[src/rtl/control_unit.sv]
// Instruction-sequencing FSM for the RISC SPM processor: walks fetch/decode/execute
// and drives every datapath strobe combinationally from the current state and IR.
module control_unit (
    input  logic       clk,
    input  logic       rst,
    input  logic [7:0] instruction,
    input  logic       zero,
    output logic [3:0] alu_sel,
    output logic       load_r0,
    output logic       load_r1,
    output logic       load_r2,
    output logic       load_r3,
    output logic       load_pc,
    output logic       inc_pc,
    output logic       load_ir,
    output logic       load_add_r,
    output logic       load_reg_y,
    output logic       load_reg_z,
    output logic [2:0] sel_bus1,
    output logic [1:0] sel_bus2,
    output logic       write,
    output logic       halted
);

    typedef enum logic [3:0] {
        StIdle = 4'd0,
        StFet1 = 4'd1,
        StFet2 = 4'd2,
        StDec  = 4'd3,
        StEx1  = 4'd4,
        StRd1  = 4'd5,
        StRd2  = 4'd6,
        StWr1  = 4'd7,
        StWr2  = 4'd8,
        StBr1  = 4'd9,
        StBr2  = 4'd10,
        StHalt = 4'd11
    } state_e;

    localparam logic [3:0] OpNop = 4'h0;
    localparam logic [3:0] OpAdd = 4'h1;
    localparam logic [3:0] OpSub = 4'h2;
    localparam logic [3:0] OpAnd = 4'h3;
    localparam logic [3:0] OpNot = 4'h4;
    localparam logic [3:0] OpRd  = 4'h5;
    localparam logic [3:0] OpWr  = 4'h6;
    localparam logic [3:0] OpBr  = 4'h7;
    localparam logic [3:0] OpBrz = 4'h8;

    localparam logic [2:0] Bus1Pc   = 3'd4;
    localparam logic [1:0] Bus2Alu  = 2'd0;
    localparam logic [1:0] Bus2Bus1 = 2'd1;
    localparam logic [1:0] Bus2Mem  = 2'd2;

    state_e     state_q, state_d;
    logic [3:0] opcode;
    logic [1:0] src, dest;
    logic [3:0] dest_load;
    logic [3:0] load_r;

    assign opcode    = instruction[7:4];
    assign src       = instruction[3:2];
    assign dest      = instruction[1:0];
    assign dest_load = 4'b0001 << dest;

    assign load_r0 = load_r[0];
    assign load_r1 = load_r[1];
    assign load_r2 = load_r[2];
    assign load_r3 = load_r[3];

    always_ff @(posedge clk or posedge rst) begin
        if (rst) begin
            state_q <= StIdle;
        end else begin
            state_q <= state_d;
        end
    end

    always_comb begin
        state_d = state_q;
        case (state_q)
            StIdle: state_d = StFet1;
            StFet1: state_d = StFet2;
            StFet2: state_d = StDec;
            StDec: begin
                case (opcode)
                    OpNop:               state_d = StFet1;
                    OpAdd, OpSub, OpAnd: state_d = StEx1;
                    OpNot:               state_d = StFet1;
                    OpRd:                state_d = StRd1;
                    OpWr:                state_d = StWr1;
                    OpBr:                state_d = StBr1;
                    OpBrz:               state_d = zero ? StBr1 : StFet1;
                    default:             state_d = StHalt;
                endcase
            end
            StEx1:  state_d = StFet1;
            StRd1:  state_d = StRd2;
            StRd2:  state_d = StFet1;
            StWr1:  state_d = StWr2;
            StWr2:  state_d = StFet1;
            StBr1:  state_d = StBr2;
            StBr2:  state_d = StFet1;
            StHalt: state_d = StHalt;
            default: state_d = StIdle;
        endcase
    end

    always_comb begin
        alu_sel    = OpNop;
        load_r     = '0;
        load_pc    = 1'b0;
        inc_pc     = 1'b0;
        load_ir    = 1'b0;
        load_add_r = 1'b0;
        load_reg_y = 1'b0;
        load_reg_z = 1'b0;
        sel_bus1   = 3'd0;
        sel_bus2   = Bus2Alu;
        write      = 1'b0;
        halted     = 1'b0;
        case (state_q)
            StFet1: begin
                sel_bus1   = Bus1Pc;
                sel_bus2   = Bus2Bus1;
                load_add_r = 1'b1;
            end
            StFet2: begin
                sel_bus2 = Bus2Mem;
                load_ir  = 1'b1;
                inc_pc   = 1'b1;
            end
            StDec: begin
                case (opcode)
                    OpAdd, OpSub, OpAnd: begin
                        sel_bus1   = {1'b0, src};
                        sel_bus2   = Bus2Bus1;
                        load_reg_y = 1'b1;
                    end
                    OpNot: begin
                        alu_sel    = OpNot;
                        sel_bus1   = {1'b0, src};
                        sel_bus2   = Bus2Alu;
                        load_reg_z = 1'b1;
                        load_r     = dest_load;
                    end
                    OpRd, OpWr, OpBr: begin
                        sel_bus1   = Bus1Pc;
                        sel_bus2   = Bus2Bus1;
                        load_add_r = 1'b1;
                    end
                    OpBrz: begin
                        if (zero) begin
                            sel_bus1   = Bus1Pc;
                            sel_bus2   = Bus2Bus1;
                            load_add_r = 1'b1;
                        end else begin
                            // Not taken: step the PC past the branch-target byte.
                            inc_pc = 1'b1;
                        end
                    end
                    default: ;
                endcase
            end
            StEx1: begin
                alu_sel    = opcode;
                sel_bus1   = {1'b0, dest};
                sel_bus2   = Bus2Alu;
                load_reg_z = 1'b1;
                load_r     = dest_load;
            end
            StRd1, StWr1: begin
                sel_bus2   = Bus2Mem;
                load_add_r = 1'b1;
                inc_pc     = 1'b1;
            end
            StRd2: begin
                sel_bus2 = Bus2Mem;
                load_r   = dest_load;
            end
            StWr2: begin
                sel_bus1 = {1'b0, src};
                write    = 1'b1;
            end
            StBr1: begin
                sel_bus2   = Bus2Mem;
                load_add_r = 1'b1;
            end
            StBr2: begin
                sel_bus2 = Bus2Mem;
                load_pc  = 1'b1;
            end
            StHalt: halted = 1'b1;
            default: ;
        endcase
    end

endmodule

[config.mk]
export PLATFORM = sky130hd
export DESIGN_NAME = control_unit
export DESIGN_NICKNAME = d
export VERILOG_FILES = /design/src/rtl/control_unit.sv
export SDC_FILE = /design/constraint.sdc
export NUM_CORES = 1
export LEC_CHECK = 0
export BUFFER_PORTS_ARGS = -buffer_cell sky130_fd_sc_hd__buf_2
export CAP_MARGIN = 30
export CORE_MARGIN = 2
export CORE_UTILIZATION = 43
export CTS_CLUSTER_SIZE = 40
export DETAILED_ROUTE_END_ITERATION = 10
export PLACE_DENSITY_LB_ADDON = 0.2
export SLEW_MARGIN = 20
export SYNTH_ARGS = -nofsm -noshare
export SYNTH_HDL_FRONTEND = slang
export SYNTH_SLANG_ARGS = --single-unit
[constraint.sdc]
create_clock -name clk -period 1.85 [get_ports clk]
set_clock_uncertainty 0.2 [all_clocks]
set_input_delay 0 -clock clk [delete_from_list [all_inputs] [get_ports clk]]
set_output_delay 0 -clock clk [all_outputs]
set_load 0.02 [all_outputs]
After elaboration in Yosys (flattened, before gate mapping) --
Cells that the tools add are included.
Word-level totals: bits of input ports 11, bits in latches 0, memory bits (read-only) 0, RAM bits 0, memories kept 0, word-level logic and storage cells 60, flip-flop bits (word level) 4, output and inout bits 21
Cells by class: equal/unequal tests 19, reductions and logical operators 12, magnitude comparators 0, bitwise logic cells 0, div/mod/pow operators 0, add/subtract/negate cells 0, shift-type cells 1, muxes and demuxes 27, multipliers 0
Operator list (number):
- 4-bit by 3-bit equality test with 1-bit output (second input constant) | 8
- 4-bit one-hot mux with 8 select lines | 1
- 4-bit one-hot mux with 6 select lines | 1
- 4-bit equality test (second input constant) | 5
- 4-bit by 2-bit equality test with 1-bit output (second input constant) | 4
- 4-bit one-hot mux with 2 select lines | 2
- 3-bit one-hot mux with 4 select lines | 1
- 6-bit OR reduction | 2
- 1-bit two-way mux | 11
- 1-bit one-hot mux with 2 select lines | 5
- 3-bit one-hot mux with 3 select lines | 1
- 3-bit OR reduction | 3
- 4-bit by 1-bit equality test with 1-bit output (second input constant) | 2
- 4-bit logical NOT | 2
- 4-bit two-way mux | 2
- 4-bit OR reduction | 2
- 3-bit two-way mux | 2
- 2-bit one-hot mux with 3 select lines | 1
- 5-bit OR reduction | 1
- 2-bit OR reduction | 2
- 1-bit by 2-bit << shifter with 4-bit output (first input constant) | 1

Depth between registers and ports, before layout --
Gate-level depths: netlist of run 1.
word-level depth 4, depth in mapped cells 5, mapped depth without buffers 4

Least setup slack after synthesis of run 1 --
Ideal clock, no wire load.
path kind register -> output, start point reg state_q[2], end point out load_r1, path buffers 0, slack 0.149 ns, data required time 1.650 ns, data arrival time 1.501 ns, stages on the path, launching flop included 4, cell sequence dfrtp_1 nor4_4 a32oi_1 nor3b_1
Between the ends: word-level cells in the longest chain between the ends 3, elaborated cells between the ends (all ways) 5, classes of those cells eq/ne (3); mux (1); reduce/logical (1)
Ends and longest elaborated chain:
- start, declared | line 55 | state_e state_q, state_d;
- start signal, assigned | line 73 | state_q <= StIdle;
- start signal, assigned | line 75 | state_q <= state_d;
- 4-bit by 3-bit equality test with 1-bit output | line 122 | case (state_q)
- 2-bit OR reduction (no line)
- 4-bit one-hot mux with 2 select lines * | line 122
- end, declared | line 10 | output logic load_r1,
Every way passes the cells marked *; elsewhere a longest branch is shown, timed or not.

Worst setup path after layout of run 1 --
start point reg state_q[2], end point out load_r2
Between the ends: word-level cells in the longest chain between the ends 3, elaborated cells between the ends (all ways) 5, classes of those cells eq/ne (3); mux (1); reduce/logical (1)
Ends and longest elaborated chain:
- 4-bit by 3-bit equality test with 1-bit output | line 122
- 2-bit OR reduction (no line)
- 4-bit one-hot mux with 2 select lines * | line 122
- end, declared | line 11 | output logic load_r2,
Marked as above.

==> reports/results.tsv, run 1 <==
metric	value	unit
ys_seq_area_frac	0.1717	
finalWeightedCongestion	0.8155	
first_pass_iters	4	
drt_first_iter_violations	14	
worstMarginPinSlew	315.4	ps
gr-max-usage-layer	met2	
cts_root_buf	clkbuf_4	
initial_core_util	0.4537	
syn_nets	91	
peakVddDrop	1.075	mV
rsz0062_at_grt	yes	
r2r-start	state_q[2]	
mostFrequentLayoutCells	buf_2, buf_4, nor2_1	
antenna_left	0	
gr-usage-met3	0.06522	
core	1285	um^2
grt_pass1_vias	590	
endpoint_kind	primary output	
die_y	40.83	um
synth_top_area_frac	0.1717	
worstPathRequired	1650	ps
period_minus_slack	1781	ps
synth-seq-cells	4	
die_width	40.83	um
nets	134	
wl	1783	um
num_antenna_cells	0	
port_buffers	31	
top_regs	state_q x4	
wl_per_cell	13.11	um
hpwl	1152	um
path_class	flip-flop to primary output	
min_path_type	input port to flip-flop	
finalWorstSetupSlack	68.68	ps
p_per_area	1386	nW/um^2
drive_gt1_frac	0.4711	
hp-start	zero	
timing.final.crit_share	0.9629	
status	completed	
grt.met2_usage	0.3789	
via_per_inst	5.765	
setup_violations	0	
h-tree-depth	1	
cp.arrival	1580	ps
clk_transition_reported_paths	40	ps
cts_buffers	3	
grt_max_degree	13	
cp-start-kind	flip-flop	
area_growth	50.21	%
dieArea	1667	um^2
leakage	0.4439	nW
grt_pass1_wl	2415	um
final_common_cell	buf_2	
drc	0	
regMostFlops	state_q	
fmax	561.4	MHz
hold_viol_final	0	
cap_violations	0	
worstSetupStartpoint	state_q[2]	
largest_register_ffs	4	
vias	784	
grt_use_met1	0.2590	
cts_tree	yes	
post-place-ws	218.3	ps
antenna_found_initial	0	
num_io_pins	32	
cts.sinks	4	
track_usage	0.2182	
maxSlewHeadroom	0.7892	
synth_cell_types	34	
clk_latency	230	ps
critPathMaxFanout	7	
power	1.214	mW
slew_violations	0	
grt_overflow	0	
syn-instance-count	80	
cts.path.max_buffers	2	
row_count	13	
synth_area_per_cell	7.288	um^2
yosysWarnings	0	
synth.top_cells.by_area	dfrtp_1, nor2_1, and3_1	
synth_top_area_cell	dfrtp_1	
syn-cell-area	583.1	um^2
-- layout make-up --
class / count / area [um^2]
clock buffers: 3 / 22.52
multi-input cells: 69 / 466.7
repair buffers: 44 / 260.3
fillers: 129 / 409.1
inverters: 1 / 3.754
well taps: 15 / 18.77
flip-flops and latches: 4 / 103.9
-- cells by family after synthesis --
kind of cell,share of synthesized area
xor+xnor,0.01502
simple gates,0.4721
compound gates,0.2682
mux,0.01931
flops,0.1717
buf+inv,0.05365
-- power by group --
group / leakage, nW / switching, mW / internal (mW)
combinational: 0.384 / 0.524 / 0.380
sequential: 0.0456 / 0.0707 / 0.132
clock: 0.0138 / 0.0346 / 0.0725
-- through the flow --
step / cells / TNS, ps / hold slack (ps) / area [um^2] / util
after floorplan: 80 / 0 / -433.9 / 583.1 / -
after global placement: 124 / 0 / -318.0 / 759.5 / 0.5910
after detailed placement: 124 / 0 / -313.1 / 759.5 / 0.5910
after CTS: 129 / 0 / 24.52 / 804.5 / 0.6261
after global routing: 136 / -43.05 / 38.36 / 875.8 / 0.6816
final: 136 / 0 / 22.12 / 875.8 / 0.6816
-- worst max-delay path: stages, from the launching register on --
cell and delay [ps]:
dfrtp_2 450, nor4_4 320, a32oi_2 190, nor3b_1 200
buf_2 190
-- worst paths after layout --
check,cells past startpoint,to,slack [ps]
worst min register to register,1,state_q[0],360
worst max register to register,4,state_q[3],420
worst max-delay path,4,load_r2,70
max in group asynchronous,4,state_q[2],720
worst min-delay path,4,state_q[3],20
min in group asynchronous,4,state_q[1],560
-- synthesized netlist by cell type, drive strengths merged --
cell / n
mux2: 1
nand3: 2
nand4: 1
nor2b: 5
nand4b: 1
nand2b: 3
buf: 4
o21ai: 3
xnor2: 1
dfrtp: 4
a32oi: 1
nor3: 3
o31ai: 3
nor4: 1
a22oi: 2
nor2: 12
nor4b: 1
a22o: 2
a21oi: 3
or2: 1
nor3b: 4
o21ba: 1
inv: 1
nand2: 7
a32o: 3
and3: 5
a31oi: 1
o31a: 1
a211oi: 1
clkbuf: 2
-- layer usage --
| metal | wire, um | part of all wire | up-vias |
|---|---|---|---|
| met3 | 102 | 0.057 | 2 |
| met2 | 893 | 0.50 | 30 |
| met1 | 770 | 0.43 | 373 |
| met4 | 17 | 0.0095 | 0 |
| li1 | - | - | 379 |
| met5 | 0 | 0 | - |
-- what timing repair did --
| action | CTS | global route |
|---|---|---|
| setup buffers | 0 | 7 |
| pin swaps | 0 | 1 |
| endpoints found under the hold margin | 4 | 0 |
| resized for setup | 2 | 5 |
| hold buffers | 2 | 0 |
| setup endpoints to repair | 2 | 5 |
Power figures use the tool's default switching activity.
==> run 2: changes to the inputs <==
REMOVE_ABC_BUFFERS = 1   (was not set)
SLEW_MARGIN = not set   (was 20)
==> run 2 against run 1 <==
  * Wire length increased by 1.0%
  * Sequential power shrank 10%
  * Via count shrank 0.89%
  * Non-clock buffer count is 2 lower
  * Sequential cell count stayed put
  * Critical endpoint unchanged
  * Largest power group unchanged
  * Highest routed layer is now met3
==> reports/results.tsv, run 2 (synthesized netlist as in run 1, its figures left out) <==
metric	value	unit	change
utilization	0.6855		+0.003895
cpPeakStageDelay	380	ps	-70 ps
worstPathRequired	1650	ps	about the same
initial_core_util	0.4537		unchanged
drive_gt1_frac	0.4706		-0.0004861
dieArea	1667	um^2	unchanged
cap_violations	0		unchanged
final_common_cell	buf_2		
cts_tree	yes		
maxSlewHeadroom	0.7743		-0.01488
die_width	40.83	um	unchanged
slew_violations	0		unchanged
fmax	555.3	MHz	-1.1%
final_area	880.8	um^2	+0.57%
timing.final.crit_share	0.9734		+0.01054
grt_pass1_vias	603		+2.2%
cts_buffers	3		unchanged
first_pass_iters	4		unchanged
rsz0062_at_grt	yes		
num_io_pins	32		unchanged
grt_overflow	0		unchanged
p_per_area	1381	nW/um^2	-0.34%
drc	0		unchanged
period_minus_slack	1801	ps	+19.51 ps
cts.sinks	4		unchanged
largest_register_ffs	4		unchanged
crit_chain	nand2_2, nor4_4, a32oi_2, nor3b_2, buf_4		
cts_root_buf	clkbuf_4		
clk_latency	230	ps	about the same
port_buffers	31		unchanged
drt_first_iter_violations	21		+7
die_y	40.83	um	unchanged
finalWeightedCongestion	0.8132		-0.28%
worst-path-buf-inv	1		unchanged
endpoint_kind	primary output		
leakage	0.4394	nW	-1.0%
crit_slowest_cell	dfrtp_1		
grt_max_degree	13		unchanged
row_count	13		unchanged
antenna_left	0		unchanged
via_per_inst	5.799		+0.59%
cts.path.max_buffers	2		unchanged
vias	777		-0.89%
path_class	flip-flop to primary output		
crit_family	simple AND/OR/NAND/NOR gates		
h-tree-depth	1		unchanged
setup_violations	0		unchanged
mostFrequentLayoutCells	buf_2, buf_4, nor2_1		
cp.arrival	1600	ps	+20 ps
regMostFlops	state_q		
worstMarginPinSlew	338.2	ps	+22.79 ps
peakVddDrop	0.6118	mV	-43%
wl_per_cell	13.44	um	+2.5%
status	completed		
nets	132		-1.5%
place_area	789.5	um^2	+4.0%
grt_pass1_wl	2628	um	+8.8%
core	1285	um^2	unchanged
hold_viol_final	0		unchanged
cp-start-kind	flip-flop		
min_path_type	input port to flip-flop		
clk_transition_reported_paths	40	ps	about the same
antenna_found_initial	0		unchanged
wl	1801	um	+1.0%
num_antenna_cells	0		unchanged
top_regs	state_q x4		
hpwl	1248	um	+8.3%
critPathMaxFanout	4		-3
area_growth	51.07	%	
track_usage	0.2402		+0.02196
run 2: cell count changes in the layout (fill, tap and decap cells not counted), sizes merged:
cell	previous run	this run
buf	42	40
run 2: worst paths after layout:
kind / cells past startpoint / from / endpoint / slack [ps]
max: 5 / state_q[0] / load_r2 / 50
max in group asynchronous: 4 / rst / state_q[3] / 750
min: 4 / zero / state_q[3] / 10
min in group asynchronous: 4 / rst / state_q[1] / 540
max reg2reg: 5 / state_q[2] / state_q[3] / 350
min reg2reg: 2 / state_q[3] / state_q[2] / 500
run 2: timing repair:
action,4_1_cts,5_1_grt
endpoints found under the hold margin,4,0
resized for setup,3,8
pin swaps,3,1
buffers inserted,1,0
setup endpoints to repair,4,5
hold buffers,2,0
run 2: through the flow:
step	hold slack [ps]	total power, mW	worst slack [ps]	std cells	TNS, ps
after floorplan	-433.9	0.7270	41.95	74	0
after detailed placement	-320.7	1.050	214.5	128	0
final	11.80	1.217	49.18	134	0
after CTS	6.192	1.195	36.35	134	0
after global placement	-320.6	1.037	213.3	128	0
after global routing	55.59	1.317	-16.26	134	-28.78
run 2: tightest hold or removal path, delay by kind of cell:
family | cells | cell delay (ps)
buffers and inverters | 1 | 110
AOI/OAI and AO/OA | 1 | 70
and+or+nand+nor | 2 | 240
run 2: layout make-up:
cell class	count	area [um^2]
well taps	15	18.77
inverters	1	3.754
clock buffers	3	22.52
multi-input cells	69	481.7
fillers	110	404.1
flip-flops and latches	4	101.3
repair buffers	42	252.7
run 2: power breakdown:
part | switching, mW | internal (mW) | total (mW)
registers | 0.0529 | 0.128 | 0.181
clock network | 0.0363 | 0.0726 | 0.109
logic | 0.552 | 0.375 | 0.927
run 2: routing by layer:
| metal | global-route usage | wire (um) | up-vias |
|---|---|---|---|
| met5 | 0 | 0 | - |
| met4 | 0.07500 | 0 | 0 |
| met3 | 0.04891 | 109 | 0 |
| met2 | 0.3867 | 891 | 33 |
| met1 | 0.3160 | 800 | 369 |
| li1 | - | - | 375 |
